### src/rtl/mem_arb_pkg.sv
// Shared types and constants for the block-RAM port arbiter.
package mem_arb_pkg;

    typedef enum logic [1:0] {
        IDLE   = 2'd0,
        ACCESS = 2'd1,
        WAIT   = 2'd2
    } arb_state_e;

    localparam int DEFAULT_WIDTH      = 16;
    localparam int DEFAULT_ADDR_WIDTH = 16;
    localparam int MAX_NUM_REQ        = 8;
    localparam int OWNER_W            = 3;
    localparam int CNT_W              = 2;

    // Turn a requester index into a one-hot vector of the maximum width.
    function automatic logic [MAX_NUM_REQ-1:0] idx_to_onehot(input logic [OWNER_W-1:0] idx);
        return MAX_NUM_REQ'(1) << idx;
    endfunction

endpackage

### src/rtl/mem_port_arbiter_rr_picker.sv
// Combinational round-robin winner selection with optional priority for requester 0.
module rr_picker
    import mem_arb_pkg::*;
#(
    parameter int NUM_REQ = 3
) (
    input  logic [NUM_REQ-1:0] req,
    input  logic [OWNER_W-1:0] ptr,
    input  logic               prio0,
    output logic [OWNER_W-1:0] winner,
    output logic               found
);

    logic [2*NUM_REQ-1:0] dbl;
    logic [NUM_REQ-1:0]   rot;
    logic [OWNER_W-1:0]   off;
    logic [OWNER_W:0]     sum;
    logic                 found_any;

    assign dbl = {req, req};

    // Rotate the request vector so bit 0 is the pointer position, take the lowest set bit, then undo the rotation.
    always_comb begin
        rot       = NUM_REQ'(dbl >> ptr);
        off       = '0;
        found_any = 1'b0;
        for (int k = NUM_REQ - 1; k >= 0; k--) begin
            if (rot[k]) begin
                off       = OWNER_W'(k);
                found_any = 1'b1;
            end
        end
        sum = {1'b0, ptr} + {1'b0, off};
        if (sum >= (OWNER_W + 1)'(NUM_REQ)) begin
            sum = sum - (OWNER_W + 1)'(NUM_REQ);
        end
        if (prio0 && req[0]) begin
            winner = '0;
            found  = 1'b1;
        end else begin
            winner = found_any ? sum[OWNER_W-1:0] : '0;
            found  = found_any;
        end
    end

endmodule

### src/rtl/mem_port_arbiter.sv
// Shares one block-RAM port between several requesters, one transaction at a time.
module mem_port_arbiter
    import mem_arb_pkg::*;
#(
    parameter int WIDTH        = DEFAULT_WIDTH,
    parameter int ADDR_WIDTH   = DEFAULT_ADDR_WIDTH,
    parameter int NUM_REQ      = 3,
    parameter int READ_LATENCY = 1,
    parameter int PRIO0        = 0
) (
    input  logic                          clk,
    input  logic                          reset,
    input  logic [NUM_REQ-1:0]            req,
    input  logic [NUM_REQ-1:0]            req_we,
    input  logic [NUM_REQ*ADDR_WIDTH-1:0] req_addr,
    input  logic [NUM_REQ*WIDTH-1:0]      req_wdata,
    output logic [NUM_REQ-1:0]            gnt,
    output logic [NUM_REQ-1:0]            rvalid,
    output logic [WIDTH-1:0]              rdata,
    output logic [ADDR_WIDTH-1:0]         mem_addr,
    output logic [WIDTH-1:0]              mem_wdata,
    output logic                          mem_we,
    input  logic [WIDTH-1:0]              mem_rdata,
    output logic                          busy,
    output logic [OWNER_W-1:0]            owner
);

    arb_state_e             state_q, state_d;
    logic [OWNER_W-1:0]     ptr_q, ptr_d;
    logic [OWNER_W-1:0]     owner_q, owner_d;
    logic [CNT_W-1:0]       cnt_q, cnt_d;
    logic [NUM_REQ-1:0]     gnt_q, gnt_d;
    logic [NUM_REQ-1:0]     rvalid_q, rvalid_d;
    logic [WIDTH-1:0]       rdata_q, rdata_d;
    logic [ADDR_WIDTH-1:0]  mem_addr_q, mem_addr_d;
    logic [WIDTH-1:0]       mem_wdata_q, mem_wdata_d;
    logic                   mem_we_q, mem_we_d;

    logic [OWNER_W-1:0]     winner;
    logic                   found;
    logic [ADDR_WIDTH-1:0]  sel_addr;
    logic [WIDTH-1:0]       sel_wdata;
    logic                   sel_we;

    rr_picker #(
        .NUM_REQ(NUM_REQ)
    ) u_picker (
        .req   (req),
        .ptr   (ptr_q),
        .prio0 (PRIO0 != 0),
        .winner(winner),
        .found (found)
    );

    // Pull the winning requester's transaction out of the packed input buses.
    always_comb begin
        sel_addr  = '0;
        sel_wdata = '0;
        sel_we    = 1'b0;
        for (int i = 0; i < NUM_REQ; i++) begin
            if (winner == OWNER_W'(i)) begin
                sel_addr  = req_addr[i*ADDR_WIDTH +: ADDR_WIDTH];
                sel_wdata = req_wdata[i*WIDTH +: WIDTH];
                sel_we    = req_we[i];
            end
        end
    end

    // Next-state logic: arbitrate in IDLE, drive the port for one ACCESS cycle, then count out the read latency.
    always_comb begin
        state_d     = state_q;
        ptr_d       = ptr_q;
        owner_d     = owner_q;
        cnt_d       = cnt_q;
        gnt_d       = '0;
        rvalid_d    = '0;
        rdata_d     = rdata_q;
        mem_addr_d  = mem_addr_q;
        mem_wdata_d = mem_wdata_q;
        mem_we_d    = 1'b0;
        case (state_q)
            IDLE: begin
                if (found) begin
                    mem_addr_d  = sel_addr;
                    mem_wdata_d = sel_wdata;
                    mem_we_d    = sel_we;
                    owner_d     = winner;
                    gnt_d       = NUM_REQ'(idx_to_onehot(winner));
                    state_d     = ACCESS;
                    if (!((PRIO0 != 0) && (winner == '0))) begin
                        if (winner == OWNER_W'(NUM_REQ - 1)) begin
                            ptr_d = '0;
                        end else begin
                            ptr_d = winner + OWNER_W'(1);
                        end
                    end
                end
            end
            ACCESS: begin
                if (mem_we_q) begin
                    state_d = IDLE;
                end else begin
                    state_d = WAIT;
                    cnt_d   = CNT_W'(READ_LATENCY - 1);
                end
            end
            WAIT: begin
                if (cnt_q == '0) begin
                    rdata_d  = mem_rdata;
                    rvalid_d = NUM_REQ'(idx_to_onehot(owner_q));
                    state_d  = IDLE;
                end else begin
                    cnt_d = cnt_q - CNT_W'(1);
                end
            end
            default: begin
                state_d = IDLE;
            end
        endcase
    end

    // State and registered outputs; reset aborts any transaction in flight.
    always_ff @(posedge clk or posedge reset) begin
        if (reset) begin
            state_q     <= IDLE;
            ptr_q       <= '0;
            owner_q     <= '0;
            cnt_q       <= '0;
            gnt_q       <= '0;
            rvalid_q    <= '0;
            rdata_q     <= '0;
            mem_addr_q  <= '0;
            mem_wdata_q <= '0;
            mem_we_q    <= 1'b0;
        end else begin
            state_q     <= state_d;
            ptr_q       <= ptr_d;
            owner_q     <= owner_d;
            cnt_q       <= cnt_d;
            gnt_q       <= gnt_d;
            rvalid_q    <= rvalid_d;
            rdata_q     <= rdata_d;
            mem_addr_q  <= mem_addr_d;
            mem_wdata_q <= mem_wdata_d;
            mem_we_q    <= mem_we_d;
        end
    end

    assign gnt       = gnt_q;
    assign rvalid    = rvalid_q;
    assign rdata     = rdata_q;
    assign mem_addr  = mem_addr_q;
    assign mem_wdata = mem_wdata_q;
    assign mem_we    = mem_we_q;
    assign owner     = owner_q;
    assign busy      = (state_q != IDLE);

endmodule

### config.mk
export PLATFORM = sky130hd
export DESIGN_NAME = mem_port_arbiter
export DESIGN_NICKNAME = d
export VERILOG_FILES = /design/src/rtl/mem_arb_pkg.sv /design/src/rtl/mem_port_arbiter_rr_picker.sv /design/src/rtl/mem_port_arbiter.sv
export SDC_FILE = /design/constraint.sdc
export NUM_CORES = 1
export LEC_CHECK = 0
export CAP_MARGIN = 20
export CORE_MARGIN = 4
export CORE_UTILIZATION = 43
export DETAILED_ROUTE_END_ITERATION = 16
export PLACE_DENSITY = 0.87
export SYNTH_ARGS = -nofsm -noshare
export SYNTH_HDL_FRONTEND = slang
export SYNTH_SLANG_ARGS = --single-unit
### constraint.sdc
create_clock -name clk -period 6.55 [get_ports clk]
set_input_delay 1.965 -clock clk [delete_from_list [all_inputs] [get_ports clk]]
set_output_delay 1.965 -clock clk [all_outputs]
set_load 0.005 [all_outputs]
# Yosys cells after proc, flatten, opt, wreduce, memory -nomap -nowiden

Cells that the tools add are included.

$add $sub $neg: 4
$lt $le $gt $ge: 1
Equality and inequality tests: 8
Shift operators: 3
Mux-type cells: 31
Reduce and logical (&&, ||, !) cells: 9

Operators with widths:

| kind                | number |
|---|---|
| $mux 16             | 6 |
| $mux 3              | 7 |
| $mux 2              | 8 |
| $mux 1              | 8 |
| $ne 2x2->1 const B  | 4 |
| $pmux 2 s3          | 1 |
| $reduce_and 2->1    | 3 |
| $shl 1x3->3 const A | 2 |
| $shr 6x3->3         | 1 |
| $add 3x2->4         | 1 |
| $ge 4x2->1 const B  | 1 |
| $logic_not 2->1     | 2 |
| $pmux 2 s2          | 1 |
| $reduce_bool 2->1   | 2 |
| $add 3x1->3 const B | 1 |
| $eq 3x1->1 const B  | 1 |
| $eq 3x2->1 const B  | 1 |
| $logic_not 3->1     | 1 |
| $reduce_and 3->1    | 1 |
| $sub 3x2->3 const B | 1 |
| $eq 2x1->1 const B  | 1 |
| $eq 2x2->1 const B  | 1 |
| $sub 2x1->2 const B | 1 |

Flip-flop bits (word level): 65
Bits of input ports: 120
Output and inout bits: 59

# Depth between registers and ports, before layout

Word-level depth: 14
Mapped depth: 14

# Modules after synthesis

A second synthesis with hierarchy kept.

Cells, all modules: 331
Area total of the unflattened synthesis: 3634.7 um2

Modules (own cells, without submodules):

| module           | times used | cells an instance | area an instance (um2) | sequential area each (um2) |
|---|---|---|---|---|
| mem_port_arbiter | 1          | 285               | 3310.7                 | 1626.6 |
| rr_picker        | 1          | 46                | 324.1                  | 0.0 |

# Least setup slack after synthesis

No wires, ideal clock.

Kind: input to register
Start point: in req[1]
End point: reg mem_wdata_q[2] (netlist: mem_wdata[2])
Data arrival time: 4937 ps
Data required time: 6424 ps
Slack: 1488 ps
Stages: 13
Buffers on the path: 1
Cell sequence: nor2b_1 nand2b_1 a21oi_1 o31a_1 ha_1 fa_1 ha_1 and3b_1 a22o_1 a2111o_1 clkbuf_1 o21ai_0 o21ai_1

Word-level cells in the longest chain between the ends: 12

RTL lines:

| what                                             | line                                                               | RTL |
|---|---|---|
| start: declaration                               | mem_port_arbiter.sv:13                                             | `input logic [NUM_REQ-1:0] req,` |
| $shr 6x3->3 (*)                                  | mem_port_arbiter_rr_picker.sv:24                                   | `rot = NUM_REQ'(dbl >> ptr);` |
| $mux 2 (3 in series)                             | mem_port_arbiter_rr_picker.sv:28                                   | `if (rot[k]) begin` |
| $add 3x2->4                                      | mem_port_arbiter_rr_picker.sv:33                                   | `sum = {1'b0, ptr} + {1'b0, off};` |
| $ge 4x2->1 / $sub 3x2->3 (equally long branches) | mem_port_arbiter_rr_picker.sv:34, mem_port_arbiter_rr_picker.sv:35 |  |
| $mux 3                                           | mem_port_arbiter_rr_picker.sv:34                                   | `if (sum >= (OWNER_W + 1)'(NUM_REQ)) begin` |
| $mux 3                                           | mem_port_arbiter_rr_picker.sv:41                                   | `winner = found_any ? sum[OWNER_W-1:0] : '0;` |
| $logic_not 3->1                                  | mem_port_arbiter.sv:61                                             | `if (winner == OWNER_W'(i)) begin` |
| $mux 16 (3 in series)                            | mem_port_arbiter.sv:61                                             |  |
| end signal: assignment                           | mem_port_arbiter.sv:144                                            | `mem_wdata_q <= mem_wdata_d;` |
| end: declaration                                 | mem_port_arbiter.sv:36                                             | `logic [WIDTH-1:0] mem_wdata_q, mem_wdata_d;` |

Every way passes the cells marked *; elsewhere a longest branch is shown, timed or not.
A chain may end at the register's enable or synchronous reset.

# Worst setup path after layout

Start point: in req[1]
End point: reg mem_wdata_q[7] (netlist: mem_wdata[7])

The elaborated chain is that of the path after synthesis.

==> results.md <==
Power and ir drop:
- The internal power summed over all cells is between 1.5 and 2 mW.
- Summed over all nets, the switching power comes to 1.39 mW.
- The share of total power in combinational logic is 66.3%.
- Of the total power, registers draw 22.4%.
- IR analysis of the VDD net gives a maximum drop of between 300 and 400 uV.
- The switching power as a share of total power is 43.5%.
- Per report_power, the clock group accounts for 11.2% of the total.
- The power density over the cells is 581 mW/mm^2.
- The leakage power is 2.17 nW.

Setup path:
- The timing startpoint of the critical path is req[1].
- The kind of start point of the critical path is an input pin.
- The endpoint of the worst-slack reg-to-reg timing path is mem_wdata[7].
- The number of cells on the worst reg-to-reg path is 11.
- The endpoint type of the worst setup path is a register.
- At the worst endpoint, the required time is 6810 ps.
- The biggest fanout along the worst timing path is 34.
- Across all register-to-register paths, the minimum setup slack is between 2000 and 2500 ps.
- The startpoint of the worst register-to-register path is ptr_q[0].
- The critical path in this run is classified as input pin to register.
- The arrival time at the worst endpoint is approximately 6200 ps.

Layout:
- The net count of the finished layout is approximately 630.
- The area growth from synthesis to layout is 61.0%.
- The library cells used most frequently in the layout, excluding fill and tap cells, are 178 x clkdlybuf4s50_1, 65 x dfrtp_1, 40 x nand2_1, 40 x o21ai_0, 30 x o21ai_1.
- The final instance area is 0.00548 mm^2.
- Leaving out fill and tap cells, the most frequent cell in the layout is clkdlybuf4s50_1.
- The final core utilization is 71.0%.
- The share of layout cells above drive strength 1 is a little over a tenth.
- The diode insertion count for antenna repair is 0.

Yosys:
- The dominant combinational cell family by area after synthesis is compound AO/OA/AOI/OAI gates.
- The post-synthesis instance total is 335.
- After synthesis, flip-flops and latches occupy a little under half of the total area.
- The Yosys step of the flow raised 0 warnings.
- The number of nets produced by synthesis is 460.
- The synthesized netlist devotes 2.06% of its cell area to adder and majority cells.
- The post-synthesis cell area is 0.00341 mm^2.
- The share of synthesized area spent on multiplexers is 5.58%.
- The compound-cell area share of the yosys netlist is a little over a quarter.
- The proportion of register bits with asynchronous set or reset after synthesis is 100%.
- Averaged over all synthesized cells, the footprint is 10.2 um^2.
- Of the total synthesized cell area, the portion taken by XOR and XNOR cells is 1.47%.
- The simple-gate share of the synthesized area is 12.0%.
- The total of flip-flops plus latches after synthesis is 65.
- The number of distinct library cells after synthesis is 46.
- Among all flip-flop cells after synthesis, the most frequent one is dfrtp_1.
- The number of synthesized flops with an enable pin is 0.

Timing:
- The tightest hold path in the finished design has a slack of 483 ps.
- The clock arrives with a little under 9 ps of skew.
- The remaining max-slew budget at the tightest pin is between 30% and 40%.
- The worst path uses about nine tenths of the clock period.
- Setup violations remaining at the end of the flow were counted as 0.
- The final setup slack of the worst path is 605 ps.
- Setup total negative slack on the finished layout was measured at 0 ps.
- The worst path in the final design needs a cycle of 5940 ps, including I/O delays and setup.
- The max-slew violation total from the final report was 0.
- At the pin with the least slew margin, the transition time is around 950 ps.
- Setup repair after global routing left no endpoint under its margin.
- The timing-limited maximum frequency is 168 MHz.
- The number of hold violations in the final report is 0.

Flow run:
- Across the run, the number of max-cap violations was 0.

Global route:
- The overall global routing resource usage is between 20% and 30%.
- The wire length of the first global-routing pass is 16900 um.
- Entering global routing, the biggest net connects 66 pins.
- The leftover overflow at the end of global routing is 0.
- The initial antenna violation count came to 0.
- The via count of the first global-routing pass is 3435.

Clock network:
- The later pin in the worst-skew pair is clocked with a latency of 330 ps.
- The number of buffers inserted for hold repair after clock tree synthesis is 0.
- The CTS tree is built.
- The clock passes through at most 2 buffers.
- The clock root buffer master is clkbuf_8.
- The count of clock tree sinks is 65.
- The number of cells upsized or downsized after cts is 0.
- Post-CTS timing repair inserted 0 buffers for setup.
- The H-tree was split into 3 levels.
- The clock-pin slew on the worst setup and hold paths is 70 ps.
- The TritonCTS buffer count is 9.

Outcome:
- The flow ran to the end, and the final reports show no timing, DRC or antenna violations.

Routing:
- The per-cell routed wire length is 17.0 um.
- The remaining design rule violation count is 0.
- The number of DRC violations after detailed-routing iteration 0 is roughly 140.
- Once detail routing completed, the nets flagged for antenna violations numbered 0.
- Summed over all layers, the routed wires come to 10400 um.
- The vias per cell is 5.55.
- Before antenna repair, the detailed router went through 4 iterations.
- The detailed router placed ~3400 vias in this run.

Min path:
- The startpoint identified for the worst hold timing path is mem_addr[7].
- The worst hold path passes through 2 cells.
- The class of the most critical hold timing path is register to register.
- The path with the worst hold slack has its endpoint at mem_addr[7].

Placed design:
- Routability-driven placement finished with a final weighted congestion of 0.879.
- The worst-case setup slack after placement is 311 ps.
- After detailed placement, the total cell area comes to between 0.005 and 0.006 mm^2.
- After legalization and detailed placement, the total HPWL measured 7960 um.
- Input and output buffers added on the ports amount to 178.

Die:
- From bottom edge to top edge, the die measures 97.0 um.
- The number of standard-cell rows in the floorplan is 32.
- The area of the core is 0.00773 mm^2.
- The top-level port count is 179.
- The die covers 0.00941 mm^2.
- The initial utilization of the core area, before any placement, comes to 44.1%.
- In this run the horizontal extent of the chip is between 90 and 100 um.
## metal layers
layer	routed length [um]	vias to the layer above	global-route usage (%)
met5	0	-	0
met3	974	25	7.50
met4	352	0	8.32
met1	3930	1614	25.5
met2	5140	171	37.5
li1	-	1592	-
## critical path, cell delays in order
cell             delay, ps
clkdlybuf4s50_1        480
nor2b_1                190
nand2b_1                70
a21oi_1                 60
o31a_1                 300
ha_1                   240
fa_1                   630
ha_1                   320
and3b_1                260
a21oi_2                430
a2111o_1               870
o21ai_0                200
o21ai_1                160
## per-stage QoR
stage	instances	total power, mW
floorplan	335	2.10
global placement	596	2.74
detailed placement	596	2.82
CTS	612	3.18
global route	613	3.46
finish	613	3.19
## how the worst max path moves through the flow
stage                          endpoint  slack (ps)
after floorplan            mem_wdata[2]        1490
after global placement    mem_wdata[15]         500
after detailed placement   mem_wdata[7]         310
after CTS                  mem_wdata[0]         610
after global routing       mem_wdata[0]         150
final                      mem_wdata[7]         610
## sequential cells by signal, indices dropped and copies added, names as in the netlist
register / flops
cnt_q: 2
gnt: 3
mem_addr: 16
mem_wdata: 16
mem_we: 1
owner: 3
ptr_q: 3
rdata: 16
rvalid: 3
state_q: 2
## synth_stat cells, types with 2 or more instances
library cell | number | share of area (%)
mux2_2 | 16 | 5.3
nand3b_1 | 2 | 0.44
a21o_1 | 2 | 0.44
clkbuf_1 | 15 | 1.7
a221oi_1 | 25 | 6.4
nand2b_1 | 3 | 0.55
a221oi_2 | 9 | 4.0
nor4b_1 | 2 | 0.51
o21ai_1 | 30 | 4.4
nand3_1 | 3 | 0.44
nor2_1 | 16 | 1.8
nand2_1 | 40 | 4.4
nor3_1 | 4 | 0.59
xnor2_1 | 2 | 0.51
dfrtp_1 | 65 | 48
buf_6 | 4 | 1.3
a21oi_1 | 6 | 0.88
o21ai_0 | 40 | 5.9
or2_2 | 2 | 0.37
nor4bb_1 | 3 | 0.88
a221o_1 | 2 | 0.59
inv_1 | 5 | 0.55
nor2b_1 | 5 | 0.92
buf_2 | 5 | 0.73
and2_1 | 2 | 0.37
ha_1 | 4 | 1.5
a31oi_1 | 4 | 0.73
## cell families (layout without fill, tap and decap cells)
kind of cell             count (synthesis)  after routing
AO/OA/AOI/OAI                          128            128
XOR/XNOR                                 4              4
adder cells (fa/ha/maj)                  5              5
buffers and inverters                   30            206
flip-flops                              65             65
multiplexers                            17             17
AND/OR/NAND/NOR                         86             86
## power by group through the flow
stage	clock network [mW]	registers, mW	logic [mW]
global route	0.381	0.742	2.34
CTS	0.363	0.716	2.10
global placement	0	0.711	2.03
floorplan	0	0.711	1.39
finish	0.358	0.715	2.11
detailed placement	0	0.722	2.09
## final cells by class
| type | instances | area (um^2) |
|---|---|---|
| fill | 580 | 2240 |
| timing repair buffer | 185 | 1850 |
| multi-input combinational | 240 | 1640 |
| sequential | 65 | 1630 |
| clock buffer | 12 | 165 |
| tap | 102 | 128 |
| clock inverter | 4 | 50.0 |
| inverter | 5 | 18.8 |
(Power assumes the default switching activity.)
